==> src/rtl/tdm_pkg.sv <==
// Shared constants and state encoding for the TDM receive path.
package tdm_pkg;

    localparam int SLOT_W = 2;
    localparam int NUM_CH = 4;

    localparam logic [SLOT_W-1:0] SLOT0 = 2'd0;
    localparam logic [SLOT_W-1:0] SLOT1 = 2'd1;
    localparam logic [SLOT_W-1:0] SLOT2 = 2'd2;
    localparam logic [SLOT_W-1:0] SLOT3 = 2'd3;

    typedef enum logic {
        ST_HUNT   = 1'b0,
        ST_LOCKED = 1'b1
    } state_t;

endpackage

==> src/rtl/demux_slot_reg.sv <==
// One staging register of the demux: async active-low clear, write enable.
module demux_slot_reg #(
    parameter int WIDTH = 8
) (
    input  logic             clk,
    input  logic             rst_n,
    input  logic             en,
    input  logic [WIDTH-1:0] d,
    output logic [WIDTH-1:0] q
);

    // Capture d when enabled, hold otherwise.
    always_ff @(posedge clk or negedge rst_n) begin
        if (!rst_n)
            q <= '0;
        else if (en)
            q <= d;
    end

endmodule

==> src/rtl/tdm_demux4.sv <==
// Receive side of the 4:1 TDM link: steers slot words into staging
// registers and publishes a complete frame on all channels at once.
module tdm_demux4
    import tdm_pkg::*;
#(
    parameter int WIDTH  = 8,
    parameter int NUM_CH = tdm_pkg::NUM_CH
) (
    input  logic                    clk,
    input  logic                    rst_n,
    input  logic [WIDTH-1:0]        din,
    input  logic                    din_valid,
    input  logic                    frame_sync,
    output logic [NUM_CH*WIDTH-1:0] ch_data,
    output logic                    frame_valid,
    output logic                    sync_err,
    output logic [SLOT_W-1:0]       slot
);

    state_t              state_q, state_d;
    logic [SLOT_W-1:0]   slot_q, slot_d;
    logic                wr_req;
    logic [SLOT_W-1:0]   wr_idx;
    logic [3:0]          slot_en;
    logic                err_d;
    logic [WIDTH-1:0]    staging [3];

    // Next-state, slot pointer and write request from the incoming beat.
    always_comb begin
        state_d = state_q;
        slot_d  = slot_q;
        wr_req  = 1'b0;
        wr_idx  = SLOT0;
        err_d   = 1'b0;
        if (din_valid) begin
            unique case (state_q)
                ST_HUNT: begin
                    if (frame_sync) begin
                        wr_req  = 1'b1;
                        wr_idx  = SLOT0;
                        slot_d  = SLOT1;
                        state_d = ST_LOCKED;
                    end
                end
                ST_LOCKED: begin
                    wr_req = 1'b1;
                    if (frame_sync && slot_q != SLOT0) begin
                        // Misplaced sync restarts the frame; slot 3 is never
                        // reached on this beat, so no publish occurs.
                        err_d  = 1'b1;
                        wr_idx = SLOT0;
                        slot_d = SLOT1;
                    end else begin
                        wr_idx = slot_q;
                        slot_d = slot_q + 2'd1;
                    end
                end
                default: state_d = ST_HUNT;
            endcase
        end
    end

    // 2->4 one-hot slot decoder; bit 3 doubles as the publish strobe.
    always_comb begin
        slot_en = '0;
        if (wr_req)
            slot_en[wr_idx] = 1'b1;
    end

    // Framing state and slot pointer.
    always_ff @(posedge clk or negedge rst_n) begin
        if (!rst_n) begin
            state_q <= ST_HUNT;
            slot_q  <= SLOT0;
        end else begin
            state_q <= state_d;
            slot_q  <= slot_d;
        end
    end

    for (genvar i = 0; i < 3; i++) begin : g_stage
        demux_slot_reg #(.WIDTH(WIDTH)) u_stage (
            .clk   (clk),
            .rst_n (rst_n),
            .en    (slot_en[i]),
            .d     (din),
            .q     (staging[i])
        );
    end

    // Publish register and status pulses.
    always_ff @(posedge clk or negedge rst_n) begin
        if (!rst_n) begin
            ch_data     <= '0;
            frame_valid <= 1'b0;
            sync_err    <= 1'b0;
        end else begin
            frame_valid <= slot_en[SLOT3];
            sync_err    <= err_d;
            if (slot_en[SLOT3])
                ch_data <= {din, staging[2], staging[1], staging[0]};
        end
    end

    assign slot = slot_q;

endmodule

==> config.mk <==
export PLATFORM = sky130hd
export DESIGN_NAME = tdm_demux4
export DESIGN_NICKNAME = d
export VERILOG_FILES = /design/src/rtl/tdm_pkg.sv /design/src/rtl/demux_slot_reg.sv /design/src/rtl/tdm_demux4.sv
export SDC_FILE = /design/constraint.sdc
export NUM_CORES = 1
export LEC_CHECK = 0
export ABC_AREA = 1
export BUFFER_PORTS_ARGS = -buffer_cell sky130_fd_sc_hd__buf_2
export CORE_MARGIN = 2
export CORE_UTILIZATION = 55
export CTS_CLUSTER_SIZE = 30
export DETAILED_ROUTE_END_ITERATION = 6
export HOLD_SLACK_MARGIN = 0.06
export PLACE_DENSITY = 0.75
export REMOVE_ABC_BUFFERS = 1
export SLEW_MARGIN = 0
export SYNTH_ARGS = -nofsm -noshare
export SYNTH_HDL_FRONTEND = slang
export SYNTH_HIERARCHICAL = 1
export SYNTH_SLANG_ARGS = --single-unit
==> constraint.sdc <==
create_clock -name clk -period 2.5 [get_ports clk]
set_input_delay 0.25 -clock clk [delete_from_list [all_inputs] [get_ports clk]]
set_output_delay 0.25 -clock clk [all_outputs]
set_load 0.005 [all_outputs]
==> results.json, run 1 <==
{
  "dpl.hpwl_um": 3720,
  "postSynthCellCount": 310,
  "nFillCells": 429,
  "cp_num_cells": 9,
  "total_clock_sinks": 61,
  "worst-r2r-cell-count": 9,
  "finalHoldViolCount": 0,
  "tritoncts": "yes",
  "critical_path.startpoint": "slot[1]",
  "chipWidth_um": 75.3,
  "outcome": "completed",
  "num_antenna_cells": 0,
  "period_minus_slack_ps": 1910,
  "setup_repair_after_global_routing_missed_its_margin": "no",
  "synthMostInstantiatedCell": "sky130_fd_sc_hd__nand2_1",
  "die_y_um": 75.3,
  "fin_total_pwr_mw": 3.41,
  "final_util": 0.661,
  "worst_setup_hold_path_clk_slew_ps": 70,
  "dominantRegCellSynth": "sky130_fd_sc_hd__dfrtp_1",
  "critical_path.max_stage_delay_ps": 470,
  "hold_removal_path_class": "input port to register",
  "grt_start_max_net_pins": 35,
  "combined_area_of_all_synthesized_cells_mm2": 0.00280,
  "dr.pass1.iters": 4,
  "critical-path-top-delay-family": "simple AND/OR/NAND/NOR gates",
  "yosysWarnings": 6,
  "leading_cell_types_by_total_area_after_synthesis": "sky130_fd_sc_hd__dfrtp_1, sky130_fd_sc_hd__nand2_1, sky130_fd_sc_hd__o21bai_1, sky130_fd_sc_hd__nand4_1, sky130_fd_sc_hd__inv_1",
  "critical_path.max_fanout": 9,
  "clkLatencyLatePin_ps": 330,
  "ys_seq_area_frac": 0.546,
  "synth_async_sr_flop_share": 1.00,
  "ant_nets": 0,
  "startpoint_type": "register",
  "most_repeated_library_cell_on_the_critical_path": "sky130_fd_sc_hd__nand2_1",
  "grt_antenna_before_repair": 0,
  "yosys_register_bits": 61,
  "fin_nets": 369,
  "finalMaxSlewViolations": 0,
  "place_congestion": 0.791,
  "hold_start": "din_valid",
  "power_leakage_nw": 1.68,
  "clockBufferDepth": 2,
  "worst_ep_required_time_ps": 2720,
  "floorplan.io_pins": 48,
  "post-synth-top-area-cell": "sky130_fd_sc_hd__dfrtp_1",
  "worstHoldPathCells": 2,
  "drt_wl_total_um": 5850,
  "dieArea_mm2": 0.00567,
  "start_util": 0.581,
  "synth_edf_count": 0,
  "postSynthAreaPerCell_um2": 9.02,
  "slowest_stage": "sky130_fd_sc_hd__nor3_2",
  "cts_made_buffers": 9,
  "worst_r2r_startpoint": "slot[1]",
  "initialDrtViolationCount": 124,
  "period_share": 0.763,
  "criticalPathCategory": "register to register",
  "vias": 2202,
  "grt_pass1_vias": 2077,
  "setup_viol_count_final": 0,
  "numPortBuffers": 47,
  "cts_htree_levels": 3,
  "end_kind": "register",
  "synth.distinct_cells": 20,
  "cp_cell_sequence": "inv_1 > ha_1 > inv_1 > nand2_1 > nand3_2 > nor3_2 > inv_2 > nand2_1 > nand2_1",
  "regArea_mm2": 0.00153,
  "area_growth_pct": 13.8,
  "drc": 0,
  "fmax_mhz": 524,
  "grt_pass1_wl_um": 9760,
  "critPathBufInv": 3,
  "ys_top_cells_by_count": "sky130_fd_sc_hd__nand2_1, sky130_fd_sc_hd__dfrtp_1, sky130_fd_sc_hd__inv_1, sky130_fd_sc_hd__nand4_1, sky130_fd_sc_hd__o21bai_1",
  "timing.max_slew.rel_slack": 0.448,
  "multiInputGateArea_um2": 968,
  "grt.overflow.total": 0,
  "average_via_count_per_standard_cell": 5.14,
  "post_route_cells_drive_above_1_share": 0.213,
  "rows": 25,
  "worst_slew_pin_slew_ps": 826,
  "synth.top_cell.area_share": 0.546,
  "placeableCoreArea_mm2": 0.00482,
  "data_arrival_time_at_the_worst_slack_endpoint_ps": 2130,
  "timing.clock.skew_ps": 4.26,
  "maxCapViolations": 0,
  "vdd_drop_max_mv": 0.535,
  "p_per_area_mw_per_mm2": 1070,
  "grtUsageTotal": 0.231,
  "ctsRootBufferMaster": "sky130_fd_sc_hd__clkbuf_8",
  "average_wire_length_per_cell_after_detail_routing_um": 13.7
}
## through the flow
step / setup WS, ps / setup TNS (ps) / area [um^2] / hold WS (ps) / cells
floorplan: -329 / -2630 / 2650 / -45.6 / 291
global placement: 729 / 0 / 3010 / 215 / 411
detailed placement: 619 / 0 / 3010 / 227 / 411
CTS: 597 / 0 / 3180 / 161 / 428
global route: 390 / 0 / 3180 / 179 / 428
finish: 592 / 0 / 3180 / 177 / 428
## repair_timing
item,CTS,global route
endpoints found under the hold margin,18,0
gates resized for setup,0,0
setup buffers,0,0
hold buffers,1,0
## metal layers
layer | global-route usage | routed length (um) | up-vias
met5 | 0 | 0 | -
met4 | 0.103 | 99 | 0
met3 | 0.0569 | 310 | 10
met2 | 0.346 | 2700 | 70
met1 | 0.322 | 2740 | 1039
li1 | - | - | 1083
## placed cells by master (no fill, tap or decap), types with 2 or more instances in the layout
master	instances
sky130_fd_sc_hd__buf_2	47
sky130_fd_sc_hd__dfrtp_1	61
sky130_fd_sc_hd__o21ai_0	2
sky130_fd_sc_hd__inv_1	37
sky130_fd_sc_hd__nand2_1	108
sky130_fd_sc_hd__clkbuf_1	2
sky130_fd_sc_hd__nand4_1	32
sky130_fd_sc_hd__nor2_1	5
sky130_fd_sc_hd__inv_2	4
sky130_fd_sc_hd__buf_4	6
sky130_fd_sc_hd__o21bai_1	32
sky130_fd_sc_hd__nand3_2	2
sky130_fd_sc_hd__clkinv_2	4
sky130_fd_sc_hd__clkbuf_8	9
## where the power goes
group / switching [mW] / internal [mW]
clock network: 0.370 / 0.353
registers: 0.215 / 1.40
logic: 0.573 / 0.502
total: 1.16 / 2.26
## worst register-to-register path, cell delays in order, from the launching register on
cell and delay, ps:
sky130_fd_sc_hd__dfrtp_1 410, sky130_fd_sc_hd__inv_1 120, sky130_fd_sc_hd__ha_1 180, sky130_fd_sc_hd__inv_1 80
sky130_fd_sc_hd__nand2_1 100, sky130_fd_sc_hd__nand3_2 110, sky130_fd_sc_hd__nor3_2 470, sky130_fd_sc_hd__inv_2 170
sky130_fd_sc_hd__nand2_1 100, sky130_fd_sc_hd__nand2_1 60
## flip-flops by register name (all words and copies together) (netlist names)
name               cells
state_q                1
ch_data               32
frame_valid            1
slot                   2
sync_err               1
g_stage.u_stage/q     24
## layout make-up
class                           count  area share
Sequential cell                    61       0.480
Tap cell                           67      0.0263
Timing Repair Buffer               54      0.0912
Inverter                           41      0.0484
Clock buffer                       11      0.0413
Clock inverter                      5     0.00865
Multi-Input combinational cell    189       0.304
## final timing paths
check | endpoint | slack (ps)
min in group asynchronous | ch_data[12] | 400
worst min-delay path | state_q | 180
worst max register to register | g_stage[1].u_stage/q[4] | 590
worst max-delay path | g_stage[1].u_stage/q[4] | 590
worst min register to register | g_stage[0].u_stage/q[0] | 480
max in group asynchronous | ch_data[17] | 1420
## cell families (layout without fill, tap and decap cells)
logic type | Yosys count | count (layout) | share of synthesized area
compound gates | 37 | 37 | 0.0989
fa+ha+maj | 1 | 1 | 0.00447
buf+inv | 60 | 111 | 0.108
flops | 61 | 61 | 0.546
simple gates | 151 | 151 | 0.243
Power figures use the tool's default switching activity.
==> inputs of run 2 (changes only) <==
- ABC_AREA: 1 -> 0
- CORE_UTILIZATION: 55 -> 49
- PLACE_DENSITY: 0.75 -> 0.72
- clock period: 2.5 -> 1.75 ns (I/O delays scaled with it)
==> results.json, run 2 <==
{
  "outcome": "finished with violations",
  "violations": "setup timing",
  "grt.overflow.total": 0,
  "grt_pass1_vias": 1498,
  "grtUsageTotal": 0.194,
  "average_via_count_per_standard_cell": 5.06,
  "cts_htree_levels": 3,
  "dominantRegCellSynth": "sky130_fd_sc_hd__dfrtp_1",
  "regArea_mm2": 0.00153,
  "synthMostInstantiatedCell": "sky130_fd_sc_hd__dfrtp_1",
  "fin_total_pwr_mw": 5.40,
  "nFillCells": 354,
  "critical_path.max_fanout": 8,
  "synth.top_cell.area_share": 0.625,
  "clockBufferDepth": 2,
  "tritoncts": "yes",
  "dieArea_mm2": 0.00557,
  "reg2reg_slack_ps": -70,
  "critPathCapture": "ch_data[10]",
  "grt_antenna_before_repair": 0,
  "p_per_area_mw_per_mm2": 1710,
  "ys_seq_area_frac": 0.625,
  "worst_ep_required_time_ps": 1950,
  "synth.distinct_cells": 19,
  "drc": 0,
  "timing.max_slew.rel_slack": 0.789,
  "startpoint_type": "register",
  "post_route_cells_drive_above_1_share": 0.653,
  "power_leakage_nw": 1.54,
  "final_cell_mix": "sky130_fd_sc_hd__dfrtp_1, sky130_fd_sc_hd__buf_2, sky130_fd_sc_hd__mux2_4, sky130_fd_sc_hd__mux2_2, sky130_fd_sc_hd__buf_4",
  "fin_nets": 226,
  "largest-register": "ch_data",
  "combined_area_of_all_synthesized_cells_mm2": 0.00244,
  "initialDrtViolationCount": 56,
  "ant_nets": 0,
  "floorplan.io_pins": 48,
  "grt_pass1_wl_um": 7760,
  "drt_wl_total_um": 4730,
  "yosys_register_bits": 61,
  "finalHoldViolCount": 0,
  "criticalPathCategory": "register to register",
  "period_share": 1.04,
  "clkLatencyLatePin_ps": 320,
  "end_kind": "register",
  "num_antenna_cells": 0,
  "area_growth_pct": 29.0,
  "final-instance-count-excl-fill": 283,
  "finalMaxSlewViolations": 0,
  "ctsRootBufferMaster": "sky130_fd_sc_hd__clkbuf_8",
  "die_y_um": 74.6,
  "post-route-cell-area_mm2": 0.00315,
  "rows": 25,
  "timing.clock.skew_ps": 4.11,
  "critical_path.startpoint": "slot[0]",
  "synth_edf_count": 0,
  "average_wire_length_per_cell_after_detail_routing_um": 16.7,
  "endpoint_of_the_worst_register_to_register_path": "ch_data[10]",
  "place_congestion": 0.721,
  "dr.pass1.iters": 4,
  "vdd_drop_max_mv": 1.02,
  "total_clock_sinks": 61,
  "ys_top_cells_by_count": "sky130_fd_sc_hd__dfrtp_1, sky130_fd_sc_hd__mux2_2, sky130_fd_sc_hd__mux2_4, sky130_fd_sc_hd__buf_6",
  "worst_slack_ps": -74.6,
  "post-synth-top-area-cell": "sky130_fd_sc_hd__dfrtp_1",
  "setup_repair_after_global_routing_missed_its_margin": "yes",
  "worst_r2r_startpoint": "slot[0]",
  "grt_start_max_net_pins": 62,
  "worst-r2r-cell-count": 7,
  "postSynthCellCount": 141,
  "placeableCoreArea_mm2": 0.00475,
  "period_minus_slack_ps": 1820,
  "largest_register_ffs": 32,
  "maxCapViolations": 0,
  "worst_setup_hold_path_clk_slew_ps": 60,
  "chipWidth_um": 74.6,
  "hold_removal_path_class": "input port to register",
  "yosysWarnings": 6,
  "placed_cells_incl_taps": 261,
  "leading_cell_types_by_total_area_after_synthesis": "sky130_fd_sc_hd__dfrtp_1, sky130_fd_sc_hd__mux2_2, sky130_fd_sc_hd__mux2_4, sky130_fd_sc_hd__buf_6, sky130_fd_sc_hd__nor4_4",
  "multiInputGateArea_um2": 922,
  "cts_made_buffers": 9,
  "worst_slew_pin_slew_ps": 316,
  "data_arrival_time_at_the_worst_slack_endpoint_ps": 2030,
  "most_common_library_cell_in_the_layout_ignoring_fill_and_taps": "sky130_fd_sc_hd__dfrtp_1",
  "fmax_mhz": 548,
  "setup_viol_count_final": 38,
  "numPortBuffers": 47,
  "postSynthAreaPerCell_um2": 17.3,
  "dpl.hpwl_um": 2930,
  "synth_async_sr_flop_share": 1.00,
  "postPlaceCellArea_mm2": 0.00281,
  "vias": 1433,
  "start_util": 0.514
}
==> run 2: cell count changes in the layout (fill, tap and decap cells not counted), sizes merged, moves of 2 or more <==
cell,before,now
nand2,109,2
mux2,0,56
inv,41,2
nand4,32,0
o21bai,32,0
buf,53,66
nor2,6,1
clkinv,4,1
nor4,0,3
nand3,2,0
o21ai,3,1
==> run 2: kinds of logic after synthesis <==
kind of cell               count (synthesis)  share of synthesized area
and+or+nand+nor                           10                     0.0297
DFF                                       61                      0.625
buffers and inverters                      8                     0.0307
adders and majority gates                  1                    0.00512
muxes                                     56                      0.295
AOI/OAI and AO/OA                          5                     0.0143
==> run 2: area by class of cell <==
type,count,area share
sequential,61,0.485
multi-input combinational,72,0.293
timing repair buffer,67,0.137
clock buffer,12,0.0461
tap,67,0.0266
clock inverter,2,0.0111
inverter,2,0.00238
==> run 2: critical path: stages (launching register included) <==
cell and delay (ps):
sky130_fd_sc_hd__dfrtp_1 390, sky130_fd_sc_hd__inv_2 100, sky130_fd_sc_hd__ha_4 140, sky130_fd_sc_hd__and2b_4 210
sky130_fd_sc_hd__nor4_4 220, sky130_fd_sc_hd__buf_4 180, sky130_fd_sc_hd__buf_8 130, sky130_fd_sc_hd__mux2_2 340
==> run 2: timing repair <==
item	CTS	global route
setup buffers	4	1
setup endpoints to repair	48	48
cloned	2	0
hold buffers	1	0
pin swaps	0	0
gates resized for setup	21	8
hold endpoints to repair	61	0
==> run 2: worst min path at each step <==
stage,startpoint,to,slack (ps),cells past startpoint
CTS,frame_sync,state_q,100,2
detailed placement,rst_n,ch_data[17],210,2
floorplan,rst_n,ch_data[0],-120,0
global placement,rst_n,ch_data[19],200,2
global route,frame_sync,state_q,120,2
finish,frame_sync,state_q,120,2
==> run 2: power breakdown <==
group / internal, mW / total (mW) / switching, mW
Sequential: 2.05 / 2.40 / 0.346
Clock: 0.680 / 1.17 / 0.491
Combinational: 1.22 / 1.83 / 0.610
Total: 3.95 / 5.40 / 1.45
==> run 2: per-layer routing <==
| metal | up-vias | GRT usage | share of wire |
|---|---|---|---|
| met5 | - | 0 | 0 |
| met4 | 0 | 0.101 | 0.022 |
| met3 | 10 | 0.0474 | 0.044 |
| met2 | 43 | 0.295 | 0.48 |
| met1 | 732 | 0.260 | 0.45 |
| li1 | 648 | - | - |
==> run 2: metrics by stage <==
stage | setup TNS [ps] | worst slack, ps | util | hold WS (ps)
after detailed placement | -3350 | -113 | 0.591 | 206
after CTS | -1350 | -55.1 | 0.655 | 99.4
after floorplan | -44790 | -978 | - | -121
after global routing | -4610 | -146 | 0.663 | 120
final | -1910 | -74.6 | 0.663 | 117
after global placement | -418 | -23.1 | 0.591 | 197
==> inputs of run 3 (changes only) <==
- CORE_UTILIZATION: 49 -> 45
- PLACE_DENSITY: 0.72 -> 0.67
==> results.json, run 3 (synthesis results as in run 2) <==
{
  "tritoncts": "yes",
  "worst_r2r_startpoint": "slot[0]",
  "dpl.hpwl_um": 2980,
  "grt_pass1_wl_um": 7380,
  "worst_ep_required_time_ps": 1960,
  "slowest_stage": "sky130_fd_sc_hd__dfrtp_1",
  "critPathBufInv": 3,
  "preCtsSetupSlack_ps": -118,
  "criticalPathCategory": "register to register",
  "place_congestion": 0.704,
  "vdd_drop_max_mv": 0.815,
  "largest_register_ffs": 32,
  "most_common_library_cell_in_the_layout_ignoring_fill_and_taps": "sky130_fd_sc_hd__dfrtp_1",
  "grt.overflow.total": 0,
  "final_util": 0.600,
  "period_minus_slack_ps": 1830,
  "met1_usage": 0.204,
  "startpoint_type": "register",
  "cts_made_buffers": 9,
  "hold_removal_path_class": "input port to register",
  "average_wire_length_per_cell_after_detail_routing_um": 16.5,
  "p_per_area_mw_per_mm2": 1760,
  "total_clock_sinks": 61,
  "end_kind": "register",
  "clkLatencyLatePin_ps": 330,
  "setup-tns-final_ps": -2440,
  "data_arrival_time_at_the_worst_slack_endpoint_ps": 2040,
  "num_antenna_cells": 0,
  "finalMaxSlewViolations": 0,
  "clockBufferDepth": 2,
  "worst_slew_pin_slew_ps": 499,
  "setup_repair_after_global_routing_missed_its_margin": "yes",
  "final-instance-count-excl-fill": 281,
  "drc": 0,
  "ant_nets": 0,
  "ctsRootBufferMaster": "sky130_fd_sc_hd__clkbuf_8",
  "dieArea_mm2": 0.00603,
  "critical_path.max_stage_delay_ps": 390,
  "dr.pass1.iters": 4,
  "groute.layer.met3.usage": 0.0349,
  "power_leakage_nw": 1.49,
  "area_growth_pct": 27.2,
  "die_y_um": 77.7,
  "timing.max_slew.rel_slack": 0.668,
  "fin_total_pwr_mw": 5.47,
  "fin_nets": 219,
  "floorplan.io_pins": 48,
  "grt_antenna_before_repair": 0,
  "vias": 1433,
  "placed_cells_incl_taps": 262,
  "timing.clock.skew_ps": 8.00,
  "fmax_mhz": 545,
  "final_cell_mix": "sky130_fd_sc_hd__dfrtp_1, sky130_fd_sc_hd__buf_2, sky130_fd_sc_hd__mux2_2, sky130_fd_sc_hd__mux2_4, sky130_fd_sc_hd__clkbuf_8",
  "initialDrtViolationCount": 43,
  "endpoint_of_the_worst_register_to_register_path": "ch_data[21]",
  "hold_start": "din_valid",
  "grt_util_met2": 0.253,
  "hold_path_end": "state_q",
  "period_share": 1.05,
  "grtUsageTotal": 0.162,
  "cts_htree_levels": 3,
  "worstHoldPathCells": 2,
  "numPortBuffers": 47,
  "violations": "setup timing",
  "worst_slack_ps": -84.9,
  "grt_busiest_layer": "met2",
  "reg2reg_slack_ps": -80,
  "largest-register": "ch_data",
  "rows": 26,
  "worst_setup_hold_path_clk_slew_ps": 60,
  "drt_wl_total_um": 4630,
  "chipWidth_um": 77.7,
  "cp_cell_sequence": "inv_2 > ha_4 > and2b_4 > nor4_4 > buf_4 > clkbuf_16 > mux2_2",
  "finalHoldViolCount": 0,
  "average_via_count_per_standard_cell": 5.10,
  "setup_viol_count_final": 40,
  "grt_pass1_vias": 1507,
  "outcome": "finished with violations",
  "placeableCoreArea_mm2": 0.00517,
  "worst-r2r-cell-count": 7,
  "start_util": 0.472,
  "critical_path.max_fanout": 16,
  "grt_start_max_net_pins": 42,
  "maxCapViolations": 0,
  "post_route_cells_drive_above_1_share": 0.649,
  "critical-path-top-delay-family": "buffers and inverters"
}
[run 3: area by class of cell]
class / instances / area (um^2)
clock buffer: 12 / 155
fill: 426 / 2070
tap: 70 / 87.6
multi-input combinational: 72 / 881
clock inverter: 4 / 70.1
sequential: 61 / 1530
timing repair buffer: 60 / 378
inverter: 2 / 7.51
[run 3: how the worst max path moves through the flow]
stage | start | slack, ps | cells past startpoint | end
floorplan | slot[0] | -980 | 5 | g_stage[1].u_stage/q[0]
global placement | slot[0] | -9 | 6 | ch_data[7]
detailed placement | slot[1] | -120 | 6 | ch_data[13]
CTS | slot[0] | -60 | 6 | ch_data[13]
global route | slot[0] | -120 | 7 | ch_data[8]
finish | slot[0] | -80 | 7 | ch_data[21]
[run 3: stage by stage]
| step | hold WS (ps) | cell area, um^2 |
|---|---|---|
| after detailed placement | 167 | 2810 |
| final | 103 | 3110 |
| after global routing | 126 | 3110 |
| after floorplan | -121 | 2370 |
| after global placement | 158 | 2810 |
| after CTS | 86.1 | 3060 |
[run 3: what timing repair did]
action | 4_1_cts | 5_1_grt
gates resized for setup | 5 | 3
pin swaps | 1 | 0
hold endpoints to repair | 20 | 0
setup endpoints to repair | 48 | 48
hold buffers | 1 | 0
cloned | 0 | 1
buffers inserted | 0 | 1
[run 3: per-layer routing]
layer / vias up / part of all wire
met2: 49 / 0.49
met1: 739 / 0.43
li1: 630 / -
met3: 15 / 0.045
met4: 0 / 0.029
met5: - / 0
[run 3: power by group]
group          total [mW]  internal (mW)  switching (mW)
Combinational        1.69           1.10           0.589
Clock                1.39          0.875           0.514
Sequential           2.38           2.05           0.336
